<file path="config.mk">
export PLATFORM = sky130hd
export DESIGN_NAME = rop_dcr_ctrl
export DESIGN_NICKNAME = d
export VERILOG_FILES = /design/src/rtl/rop_dcr_ctrl.sv
export SDC_FILE = /design/constraint.sdc
export NUM_CORES = 1
export LEC_CHECK = 0
export ABC_AREA = 1
export BUFFER_PORTS_ARGS = -buffer_cell sky130_fd_sc_hd__buf_4
export CORE_ASPECT_RATIO = 2
export CORE_UTILIZATION = 50
export CTS_CLUSTER_DIAMETER = 100
export DETAILED_ROUTE_END_ITERATION = 12
export PLACE_DENSITY = 0.72
export SYNTH_ARGS = -nofsm -noshare
export SYNTH_HDL_FRONTEND = slang
export SYNTH_SLANG_ARGS = --single-unit
</file>
<file path="constraint.sdc">
create_clock -name clk -period 1.8 [get_ports clk]
set_input_delay 0.09 -clock clk [delete_from_list [all_inputs] [get_ports clk]]
set_output_delay 0.09 -clock clk [all_outputs]
set_load 0.005 [all_outputs]
</file>
<file path="src/rtl/rop_dcr_ctrl.sv">
// rop_dcr_ctrl: ROP configuration register set with shadow/active copies and drain-then-swap commit.
// Ports: clk/reset_n (async active-low); dcr_wr_* shadow write port; commit_valid/commit_ready
// commit handshake; rop_req_fire/rop_rsp_fire in-flight tracking; rop_req_enable request gate;
// dcrs active config (rop_dcrs_t packing); config_epoch swap counter; busy during DRAIN/SWAP.
// Optional ROP_DCR_READBACK_EN adds dcr_rd_addr/dcr_rd_sel/dcr_rd_data (registered readback).
package rop_dcr_pkg;
  typedef struct packed {
    logic [7:0] mask;
    logic [7:0] ref_val;
    logic [2:0] fail;
    logic [2:0] zfail;
    logic [2:0] zpass;
    logic [2:0] func;
  } rop_stencil_t;
  typedef struct packed {
    logic [31:0]  cbuf_addr;
    logic [31:0]  cbuf_pitch;
    logic [31:0]  cbuf_mask;
    logic [31:0]  zbuf_addr;
    logic [31:0]  zbuf_pitch;
    logic         depth_writemask;
    logic [2:0]   depth_func;
    rop_stencil_t stencil_front;
    rop_stencil_t stencil_back;
    logic [7:0]   stencil_writemask;
    logic [2:0]   blend_mode_a;
    logic [2:0]   blend_mode_rgb;
    logic [3:0]   blend_dst_a;
    logic [3:0]   blend_dst_rgb;
    logic [3:0]   blend_src_a;
    logic [3:0]   blend_src_rgb;
    logic [31:0]  blend_const;
    logic [3:0]   logic_op;
  } rop_dcrs_t;
endpackage

module rop_dcr_ctrl
  import rop_dcr_pkg::*;
#(
  parameter int MAX_INFLIGHT  = 16,
  parameter int DCR_ADDR_BITS = 4
) (
  input  logic                          clk,
  input  logic                          reset_n,
  input  logic                          dcr_wr_valid,
  input  logic [DCR_ADDR_BITS-1:0]      dcr_wr_addr,
  input  logic [31:0]                   dcr_wr_data,
  input  logic                          commit_valid,
  output logic                          commit_ready,
  input  logic                          rop_req_fire,
  input  logic                          rop_rsp_fire,
  output logic                          rop_req_enable,
  output logic [$bits(rop_dcrs_t)-1:0]  dcrs,
  output logic [7:0]                    config_epoch,
`ifdef ROP_DCR_READBACK_EN
  input  logic [DCR_ADDR_BITS-1:0]      dcr_rd_addr,
  input  logic                          dcr_rd_sel,
  output logic [31:0]                   dcr_rd_data,
`endif
  output logic                          busy
);
  localparam int CNT_BITS = $clog2(MAX_INFLIGHT + 1);
  localparam logic [CNT_BITS-1:0] CNT_MAX = CNT_BITS'(MAX_INFLIGHT);

  typedef enum logic [1:0] {IDLE, DRAIN, SWAP} state_t;

  state_t              state_q, state_d;
  rop_dcrs_t           shadow_q, shadow_d, active_q, active_d;
  logic [CNT_BITS-1:0] cnt_q, cnt_d;
  logic [7:0]          epoch_q, epoch_d;
  logic                commit_ready_q, commit_ready_d, busy_q, busy_d;

  always_comb begin
    shadow_d = shadow_q;
    if (dcr_wr_valid)
      case (int'(dcr_wr_addr))
        0:  shadow_d.cbuf_addr = dcr_wr_data;
        1:  shadow_d.cbuf_pitch = dcr_wr_data;
        2:  shadow_d.cbuf_mask = dcr_wr_data;
        3:  shadow_d.zbuf_addr = dcr_wr_data;
        4:  shadow_d.zbuf_pitch = dcr_wr_data;
        5:  {shadow_d.depth_writemask, shadow_d.depth_func} = dcr_wr_data[3:0];
        6:  shadow_d.stencil_front = dcr_wr_data[27:0];
        7:  shadow_d.stencil_back = dcr_wr_data[27:0];
        8:  shadow_d.stencil_writemask = dcr_wr_data[7:0];
        9:  {shadow_d.blend_mode_a, shadow_d.blend_mode_rgb} = dcr_wr_data[5:0];
        10: {shadow_d.blend_dst_a, shadow_d.blend_dst_rgb,
             shadow_d.blend_src_a, shadow_d.blend_src_rgb} = dcr_wr_data[15:0];
        11: shadow_d.blend_const = dcr_wr_data;
        12: shadow_d.logic_op = dcr_wr_data[3:0];
        default: ;
      endcase
    // A stray response at zero holds the counter rather than wrapping it.
    cnt_d = (rop_req_fire && !rop_rsp_fire) ? cnt_q + 1'b1 :
            (rop_rsp_fire && !rop_req_fire && cnt_q != '0) ? cnt_q - 1'b1 : cnt_q;
    state_d = (state_q == IDLE)  ? (commit_valid ? DRAIN : IDLE) :
              (state_q == DRAIN) ? ((cnt_q == '0) ? SWAP : DRAIN) : IDLE;
    active_d = (state_q == SWAP) ? shadow_q : active_q;
    epoch_d = (state_q == SWAP) ? epoch_q + 8'd1 : epoch_q;
    commit_ready_d = (state_d == IDLE);
    busy_d = (state_d != IDLE);
  end

  always_ff @(posedge clk or negedge reset_n)
    if (!reset_n) begin
      state_q        <= IDLE;
      shadow_q       <= '0;
      active_q       <= '0;
      cnt_q          <= '0;
      epoch_q        <= '0;
      commit_ready_q <= 1'b1;
      busy_q         <= 1'b0;
    end else begin
      state_q        <= state_d;
      shadow_q       <= shadow_d;
      active_q       <= active_d;
      cnt_q          <= cnt_d;
      epoch_q        <= epoch_d;
      commit_ready_q <= commit_ready_d;
      busy_q         <= busy_d;
    end

  assign rop_req_enable = (state_q == IDLE) && (cnt_q < CNT_MAX);
  assign commit_ready   = commit_ready_q;
  assign busy           = busy_q;
  assign dcrs           = active_q;
  assign config_epoch   = epoch_q;

`ifdef ROP_DCR_READBACK_EN
  function automatic logic [31:0] pack_word(rop_dcrs_t d, logic [DCR_ADDR_BITS-1:0] a);
    case (int'(a))
      0:  return d.cbuf_addr;
      1:  return d.cbuf_pitch;
      2:  return d.cbuf_mask;
      3:  return d.zbuf_addr;
      4:  return d.zbuf_pitch;
      5:  return {28'd0, d.depth_writemask, d.depth_func};
      6:  return {4'd0, d.stencil_front};
      7:  return {4'd0, d.stencil_back};
      8:  return {24'd0, d.stencil_writemask};
      9:  return {26'd0, d.blend_mode_a, d.blend_mode_rgb};
      10: return {16'd0, d.blend_dst_a, d.blend_dst_rgb, d.blend_src_a, d.blend_src_rgb};
      11: return d.blend_const;
      12: return {28'd0, d.logic_op};
      default: return 32'd0;
    endcase
  endfunction

  logic [31:0] rd_data_q, rd_data_d;

  always_comb rd_data_d = pack_word(dcr_rd_sel ? active_q : shadow_q, dcr_rd_addr);

  always_ff @(posedge clk or negedge reset_n)
    if (!reset_n) rd_data_q <= '0;
    else rd_data_q <= rd_data_d;

  assign dcr_rd_data = rd_data_q;
`endif

  a_rsp_underflow: assert property (@(posedge clk) disable iff (!reset_n)
    !(rop_rsp_fire && !rop_req_fire && cnt_q == '0));
  a_req_gated: assert property (@(posedge clk) disable iff (!reset_n)
    !(rop_req_fire && !rop_req_enable));
endmodule

</file>
After elaboration in Yosys (flattened, before gate mapping):

Cells that the tools add are included.
W data, S select, Z words.

* flip-flop bits (word level): 589
* bits of input ports: 42
* output and inout bits: 297
* logic and storage cells: 111

* add/subtract/negate cells: 3
* magnitude comparators: 1
* equality and inequality tests: 14
* multiplexer cells: 6
* reductions and logical operators: 26

Operators by type and width (count)
* $reduce_and A2 Y1: 13
* $eq A4 B4 Y1 const B: 5
* $eq A4 B3 Y1 const B: 4
* $mux W5: 2
* $add A8 B1 Y8 const B: 1
* $eq A4 B2 Y1 const B: 2
* $mux W2: 3
* $add A5 B1 Y5 const B: 1
* $logic_not A5 Y1: 1
* $lt A5 B5 Y1 const B: 1
* $reduce_bool A5 Y1: 1
* $sub A5 B1 Y5 const B: 1
* $eq A4 B1 Y1 const B: 1
* $logic_and A1 B1 Y1: 4
* $logic_not A2 Y1: 2
* $logic_not A4 Y1: 1
* $reduce_bool A2 Y1: 2
* $eq A2 B1 Y1 const B: 1
* $eq A2 B2 Y1 const B: 1
* $logic_not A1 Y1: 2
* $mux W1: 1

Logic depth before layout (Yosys ltp):

Gate-level depths: netlist of the first run.

* word-level depth: 5
* mapped depth: 10
* gate-level depth less buffers: 10

Worst setup path after synthesis of the first run:

Ideal clock, no wire load.

* path type: input-to-reg
* from: in rop_rsp_fire
* to: reg cnt_q[3]
* library setup time: 118 ps
* arrival time: 1250 ps
* required time: 1682 ps
* slack: 432 ps
* stages: 8
* buffers on the path: 0
* cell sequence: inv_1 nand2_1 ha_1 or2_2 nand3_1 nand2_1 nand2_1 nand2_1

* word-level cells in the longest chain between the ends: 3
* elaborated cells on any way between the ends: 6
* those cells by class: 1 x mux; 5 x reduce/logical

Ends and longest elaborated chain
* start: declaration: RTL line 51 `input logic rop_rsp_fire,`
* $logic_not A1 Y1 or $logic_and A1 B1 Y1 (tied branches): RTL line 94, 95
* $logic_and A1 B1 Y1, on equally long branches: RTL line 94, 95
* $mux W5 or $reduce_bool A2 Y1 (tied branches)
* end signal: assignment: RTL line 117 `cnt_q <= cnt_d;`
* end: declaration: RTL line 69 `logic [CNT_BITS-1:0] cnt_q, cnt_d;`

Several ways; a longest one is shown, not always the timed one.
A chain may end at the register's enable or synchronous reset.

Worst setup path after layout of the first run:

* from: reg state_q[0]
* to: reg active_q (netlist bit dcrs[240])

* word-level cells in the longest chain between the ends: 1

Ends and longest elaborated chain
* start: declaration: RTL line 67 `state_t state_q, state_d;`
* start signal: assignment: RTL line 114 `state_q <= state_d;`
* $eq A2 B2 Y1: RTL line 98 `active_d = (state_q == SWAP) ? shadow_q : active_q;`
* end signal: assignment: RTL line 116 `active_q <= active_d;`
* end: declaration: RTL line 68 `rop_dcrs_t shadow_q, shadow_d, active_q, active_d;`

No other way between the ends.

==> results of run 1 <==
## sequential cells by signal, indices dropped and copies added, names as in the netlist
register,cells
busy,1
cnt_q,5
commit_ready,1
config_epoch,8
dcrs,286
shadow_q,286
state_q,2
## layer usage
| metal | vias to the layer above | track usage, % | routed length (um) |
|---|---|---|---|
| li1 | 7882 | - | - |
| met1 | 8314 | 33.8 | 23200 |
| met2 | 627 | 49.6 | 31800 |
| met5 | - | 0 | 0 |
| met4 | 0 | 14.9 | 3410 |
| met3 | 147 | 3.82 | 3410 |
## worst min-delay path by stage
stage                     from            to  slack (ps)  cells past startpoint
3_5_place_dp           reset_n     dcrs[281]       0.008                      1
6_report        dcr_wr_addr[2]   shadow_q[1]          30                      3
4_1_cts         dcr_wr_addr[2]   shadow_q[1]           8                      3
3_3_place_gp           reset_n     dcrs[282]           5                      1
5_1_grt        dcr_wr_data[23]  shadow_q[89]          20                      3
2_1_floorplan          reset_n          busy        -210                      0
## final cells by class
cell class                 count  area, um2  area share, %
inverter                      62        240          0.882
multi-input combinational   1532       6300           23.1
timing repair buffer         430       3590           13.2
clock buffer                  73       1480           5.43
tap                          545        682           2.50
antenna                        3       7.51         0.0276
clock inverter                14        204          0.749
sequential                   589      14700           54.1
## synth_stat cells (3+ instances only)
| master | count |
|---|---|
| dfrtp_1 | 588 |
| xor2_1 | 3 |
| o21ai_1 | 32 |
| inv_1 | 60 |
| o21ai_0 | 265 |
| nand3_1 | 16 |
| nand2_1 | 1180 |
| nor2_1 | 12 |
| buf_2 | 29 |
| nor3_1 | 3 |
| ha_1 | 4 |
| nand3_2 | 3 |
| clkbuf_1 | 84 |
| buf_1 | 4 |
## kinds of logic after synthesis
kind of cell	after synthesis	synth area share (%)
compound gates	297	6.83
simple gates	1225	21.5
flops	589	67.7
fa+ha+maj	5	0.322
buf+inv	183	3.43
xor+xnor	5	0.201
## timing repair
action / in CTS / in global routing
hold buffers: 26 / 0
gates resized for setup: 0 / 0
endpoints found under the hold margin: 410 / 0
## through the flow
| step | worst slack (ps) | area [um2] | utilization (%) | total power, mW | hold WS, ps |
|---|---|---|---|---|---|
| 6_report | 255 | 27200 | 63.8 | 38.3 | 27.8 |
| 5_1_grt | 162 | 27200 | 63.8 | 40.4 | 21.4 |
| 4_1_cts | 269 | 27200 | 63.8 | 38.6 | 7.78 |
| 3_5_place_dp | 279 | 25300 | 59.2 | 27.4 | 0.00824 |
| 3_3_place_gp | 333 | 25300 | 59.2 | 26.9 | 5.09 |
| 2_1_floorplan | 432 | 21800 | - | 22.0 | -206 |
## worst max-delay path, cell delays in order, from the launching register on
cell and delay (ps):
dfrtp_1 410, inv_1 140, nand2_4 150, inv_8 290
buf_12 290, nand2_1 80, nand2_1 80
## cells in the final DEF (no fill, tap or decap), types with 3 or more instances in the layout
cell type / n
buf_4: 381
nor3_1: 3
dlygate4sd3_1: 25
nand3_2: 3
clkinv_2: 6
o21ai_1: 32
clkbuf_1: 10
diode_2: 3
nor2_1: 12
ha_1: 4
nand2_1: 1176
o21ai_0: 265
nand3_1: 16
xor2_1: 3
clkbuf_16: 51
nand2_2: 5
clkbuf_8: 12
buf_12: 23
dfrtp_1: 588
inv_1: 60
bufinv_16: 5
## report_power, final
group / total (mW) / switching (mW) / internal [mW] / leakage [nW]
Sequential: 18.8 / 2.29 / 16.6 / 7.67
Combinational: 8.35 / 4.20 / 4.15 / 6.32
Clock: 11.1 / 4.76 / 6.39 / 0.826
Total: 38.3 / 11.3 / 27.1 / 14.8
==> flow_summary.json, run 1 <==
{
  "maxCapViolations": 0,
  "r2r-start": "state_q[0]",
  "rsz0062_at_grt": "false",
  "clk-insertion-delay-late_ps": 580,
  "grt_max_degree": 125,
  "cp-start-kind": "flip-flop",
  "dp_hpwl_mm": 41.7,
  "crit_type": "flip-flop to flip-flop",
  "synth-edff-count": 0,
  "ff2ff_path_depth": 6,
  "max_slew_margin_pct": 50.2,
  "cp.arrival_ps": 2060,
  "num_vias": 17000,
  "drt_iter0_drc": 1107,
  "cts_root_buf": "clkbuf_16",
  "cts.path.max_buffers": 3,
  "tns_ps": 0,
  "cp.required_ps": 2310,
  "cts.sinks": 589,
  "crit_end": "dcrs[240]",
  "min_path_type": "input pin to flip-flop",
  "endpoint_kind": "flip-flop",
  "die_x_um": 150,
  "synthArstFlopShare_pct": 100,
  "hold_viol_final": 0,
  "clock.fmax_ghz": 0.647,
  "io_buffers": 338,
  "worstPathMaxFanout": 48,
  "grt_pass1_vias": 17100,
  "gp_congestion": 0.873,
  "synth_area_um2": 21800,
  "reg2reg_to": "dcrs[240]",
  "drive_gt1_share_pct": 18.5,
  "chipHeight_um": 297,
  "cts_buffers": 49,
  "grt_first_pass_wirelength_mm": 96.1,
  "grt_antenna_before_repair": 5,
  "cts-htree-levels": 2,
  "syn_inst": 2304,
  "yosysWarnings": 0,
  "netlist.area_leader.share_pct": 67.6,
  "ys.flop_type": "dfrtp_1",
  "vias_per_cell": 5.22,
  "period_share_pct": 85.8,
  "start_util_pct": 51.0,
  "fin_skew_ps": 20.3,
  "num-nets-final": 2711,
  "r2r_slack_ps": 260,
  "p_per_area_nw_per_um2": 1410,
  "wl_per_cell_um": 19.0,
  "fp.dieArea_um2": 44400,
  "drc_errors": 0,
  "setup_viol": 0,
  "tightest_slew_ps": 746,
  "ant_nets": 0,
  "final_max_slew_viol_count": 0,
  "ys_seq_area_share_pct": 67.7,
  "final.min_clock_period_ps": 1540,
  "synth-seq-cells": 589,
  "track_usage_pct": 28.5,
  "yosysTopAreaCell": "dfrtp_1",
  "synth.distinct_cells": 27,
  "path_clk_slew_ps": 60,
  "first_pass_iters": 6,
  "areaGrowthSynthToFinish_pct": 25.1,
  "grt_overflow_total": 0,
  "rows": 107,
  "vdd_drop_max_mv": 1.04,
  "syn_area_per_cell_um2": 9.45,
  "drt-total-wl_mm": 61.8,
  "synthTopCellsByArea": "dfrtp_1, nand2_1, o21ai_0, clkbuf_1, inv_1",
  "cts_tree": "yes",
  "outcome": "finished, final reports clean",
  "fin_cells": 3248,
  "syn_nets": 2351,
  "cp-startpoint": "state_q[0]",
  "place_inst": 3132,
  "fillCellCount": 3431,
  "ios": 339,
  "cts_setup_buffers": 0,
  "coreArea_um2": 42700,
  "power.leakage_nw": 14.8
}
Note: power is estimated with default switching activity, not from simulation.
==> inputs of run 2 (changes only) <==
- CORE_UTILIZATION: 50 -> 45
- PLACE_DENSITY: 0.72 -> 0.66
==> run 2 against run 1 <==
  * Hold slack lost 8.3 ps
  * Non-clock buffer count shrank 25
  * Via count shrank 2.8%
  * Clock power is essentially flat
  * Flip-flop and latch count is the same
  * Sequential share of layout area grew 0.34 points
  * Critical endpoint is now cnt_q[4]
  * Largest cell class unchanged
  * Highest routed layer unchanged
==> flow_summary.json, run 2 (synthesis gave the netlist of run 1 again) <==
{
  "cts_root_buf": "clkbuf_16",
  "cp.arrival_ps": 1970,
  "maxCapViolations": 0,
  "dp_hpwl_mm": 40.8,
  "tightest_slew_ps": 722,
  "vdd_drop_max_mv": 0.907,
  "ant_nets": 0,
  "cts.path.max_buffers": 3,
  "tns_ps": 0,
  "endpoint_kind": "flip-flop",
  "outcome": "finished, final reports clean",
  "rows": 113,
  "grt_pass1_vias": 16600,
  "cts_setup_buffers": 0,
  "final_common_cell": "nand2_1",
  "crit_buf_inv": 0,
  "cp-start-kind": "flip-flop",
  "final.min_clock_period_ps": 1530,
  "start_util_pct": 45.7,
  "power.leakage_nw": 14.7,
  "track_usage_pct": 25.4,
  "crit_path_max_incr_delay_ps": 520,
  "critical-path-slowest-cell": "fa_1",
  "period_share_pct": 85.0,
  "cts-htree-levels": 2,
  "cp.required_ps": 2240,
  "cp_top_family": "adder cells",
  "num-nets-final": 2686,
  "cts_buffers": 49,
  "num_vias": 16500,
  "fillCellCount": 4231,
  "crit_type": "flip-flop to flip-flop",
  "grt_first_pass_wirelength_mm": 95.1,
  "rsz0062_at_grt": "false",
  "clk-insertion-delay-late_ps": 570,
  "worstPathMaxFanout": 5,
  "drc_errors": 0,
  "min_path_type": "input pin to flip-flop",
  "cp_common_cell": "nand2_1",
  "max_slew_margin_pct": 51.8,
  "finalInstanceArea_um2": 27100,
  "drt_iter0_drc": 1191,
  "most-common-layout-cells": "nand2_1, dfrtp_1, buf_4",
  "io_buffers": 338,
  "final_max_slew_viol_count": 0,
  "grt_antenna_before_repair": 2,
  "path_clk_slew_ps": 70,
  "clock.fmax_ghz": 0.653,
  "grt_overflow_total": 0,
  "drt-total-wl_mm": 61.2,
  "fin_skew_ps": 23.2,
  "gp_congestion": 0.805,
  "cts.sinks": 589,
  "grt_max_degree": 116,
  "areaGrowthSynthToFinish_pct": 24.3,
  "vias_per_cell": 4.99,
  "drive_gt1_share_pct": 17.9,
  "hold_viol_final": 0,
  "die_x_um": 158,
  "wl_per_cell_um": 18.5,
  "multiInputGateArea_um2": 6300,
  "cts_tree": "yes",
  "layout.area.seq_um2": 14700,
  "chipHeight_um": 313,
  "setup_viol": 0,
  "fp.dieArea_um2": 49300,
  "p_per_area_nw_per_um2": 1400,
  "ios": 339,
  "coreArea_um2": 47600,
  "first_pass_iters": 5,
  "placed_area_um2": 25200,
  "worstPathCellList": "fa_1, nand3_1, nand3_1, nand2_1, nand2_1, nand2_1, nand2_1"
}
[run 2: cell count changes in the layout (fill, tap and decap cells not counted)]
cell	previous run	this run
dlygate4sd3_1	25	19
clkbuf_8	12	8
clkinvlp_4	2	1
bufinv_16	5	4
clkinv_4	0	1
clkinv_2	6	10
diode_2	3	2
buf_12	23	21
clkbuf_1	10	11
inv_8	1	2
buf_4	381	364
[run 2: report_power, final]
| group | switching (mW) | internal, mW | total (mW) |
|---|---|---|---|
| combinational | 4.20 | 4.13 | 8.33 |
| sequential | 2.21 | 16.6 | 18.8 |
| clock | 4.75 | 6.11 | 10.9 |
| total | 11.2 | 26.8 | 38.0 |
[run 2: worst register-to-register path, stage by stage, from the launching register on]
cell and delay [ps]:
dfrtp_1 450, fa_1 520, nand3_1 130, nand3_1 80
nand2_1 80, nand2_1 50, nand2_1 50, nand2_1 50
[run 2: final timing paths]
check                                 from       endpoint  slack [ps]  cells past startpoint
max                               cnt_q[0]       cnt_q[4]         270                      7
min                        dcr_wr_data[20]   shadow_q[86]          20                      3
max reg2reg                       cnt_q[0]       cnt_q[4]         270                      7
min reg2reg                  shadow_q[121]      dcrs[121]         450                      2
max in group asynchronous          reset_n   shadow_q[34]         660                      3
min in group asynchronous          reset_n  shadow_q[105]         210                      3
[run 2: what timing repair did]
item / in CTS / in global routing
hold endpoints to repair: 634 / 0
hold buffers: 19 / 0
endpoints found under the setup margin: 0 / 0
resized for setup: 0 / 0
[run 2: routing by layer]
| layer | wire length [um] | share of wire [%] | GRT usage (%) |
|---|---|---|---|
| met1 | 23600 | 39 | 30.3 |
| met5 | 0 | 0 | 0 |
| met3 | 2920 | 4.8 | 3.62 |
| met4 | 2320 | 3.8 | 10.1 |
| met2 | 32300 | 53 | 45.5 |
[run 2: cell type report]
class                      instances  share of cell area (%)
sequential                       589                    54.5
tap                              632                    2.92
clock buffer                      70                    5.27
antenna                            2                  0.0185
timing repair buffer             405                    12.4
clock inverter                    18                   0.763
multi-input combinational       1532                    23.3
inverter                          62                   0.887
[run 2: metrics by stage]
step	power, mW	setup slack [ps]	hold WS [ps]	instances	util [%]
global route	40.1	181	15.7	3310	56.8
detailed placement	27.3	247	-26.9	3201	53.0
global placement	27.0	334	-24.4	3201	53.0
CTS	38.3	293	3.01	3308	56.8
finish	38.0	269	19.5	3310	56.8
floorplan	22.0	432	-206	2304	-
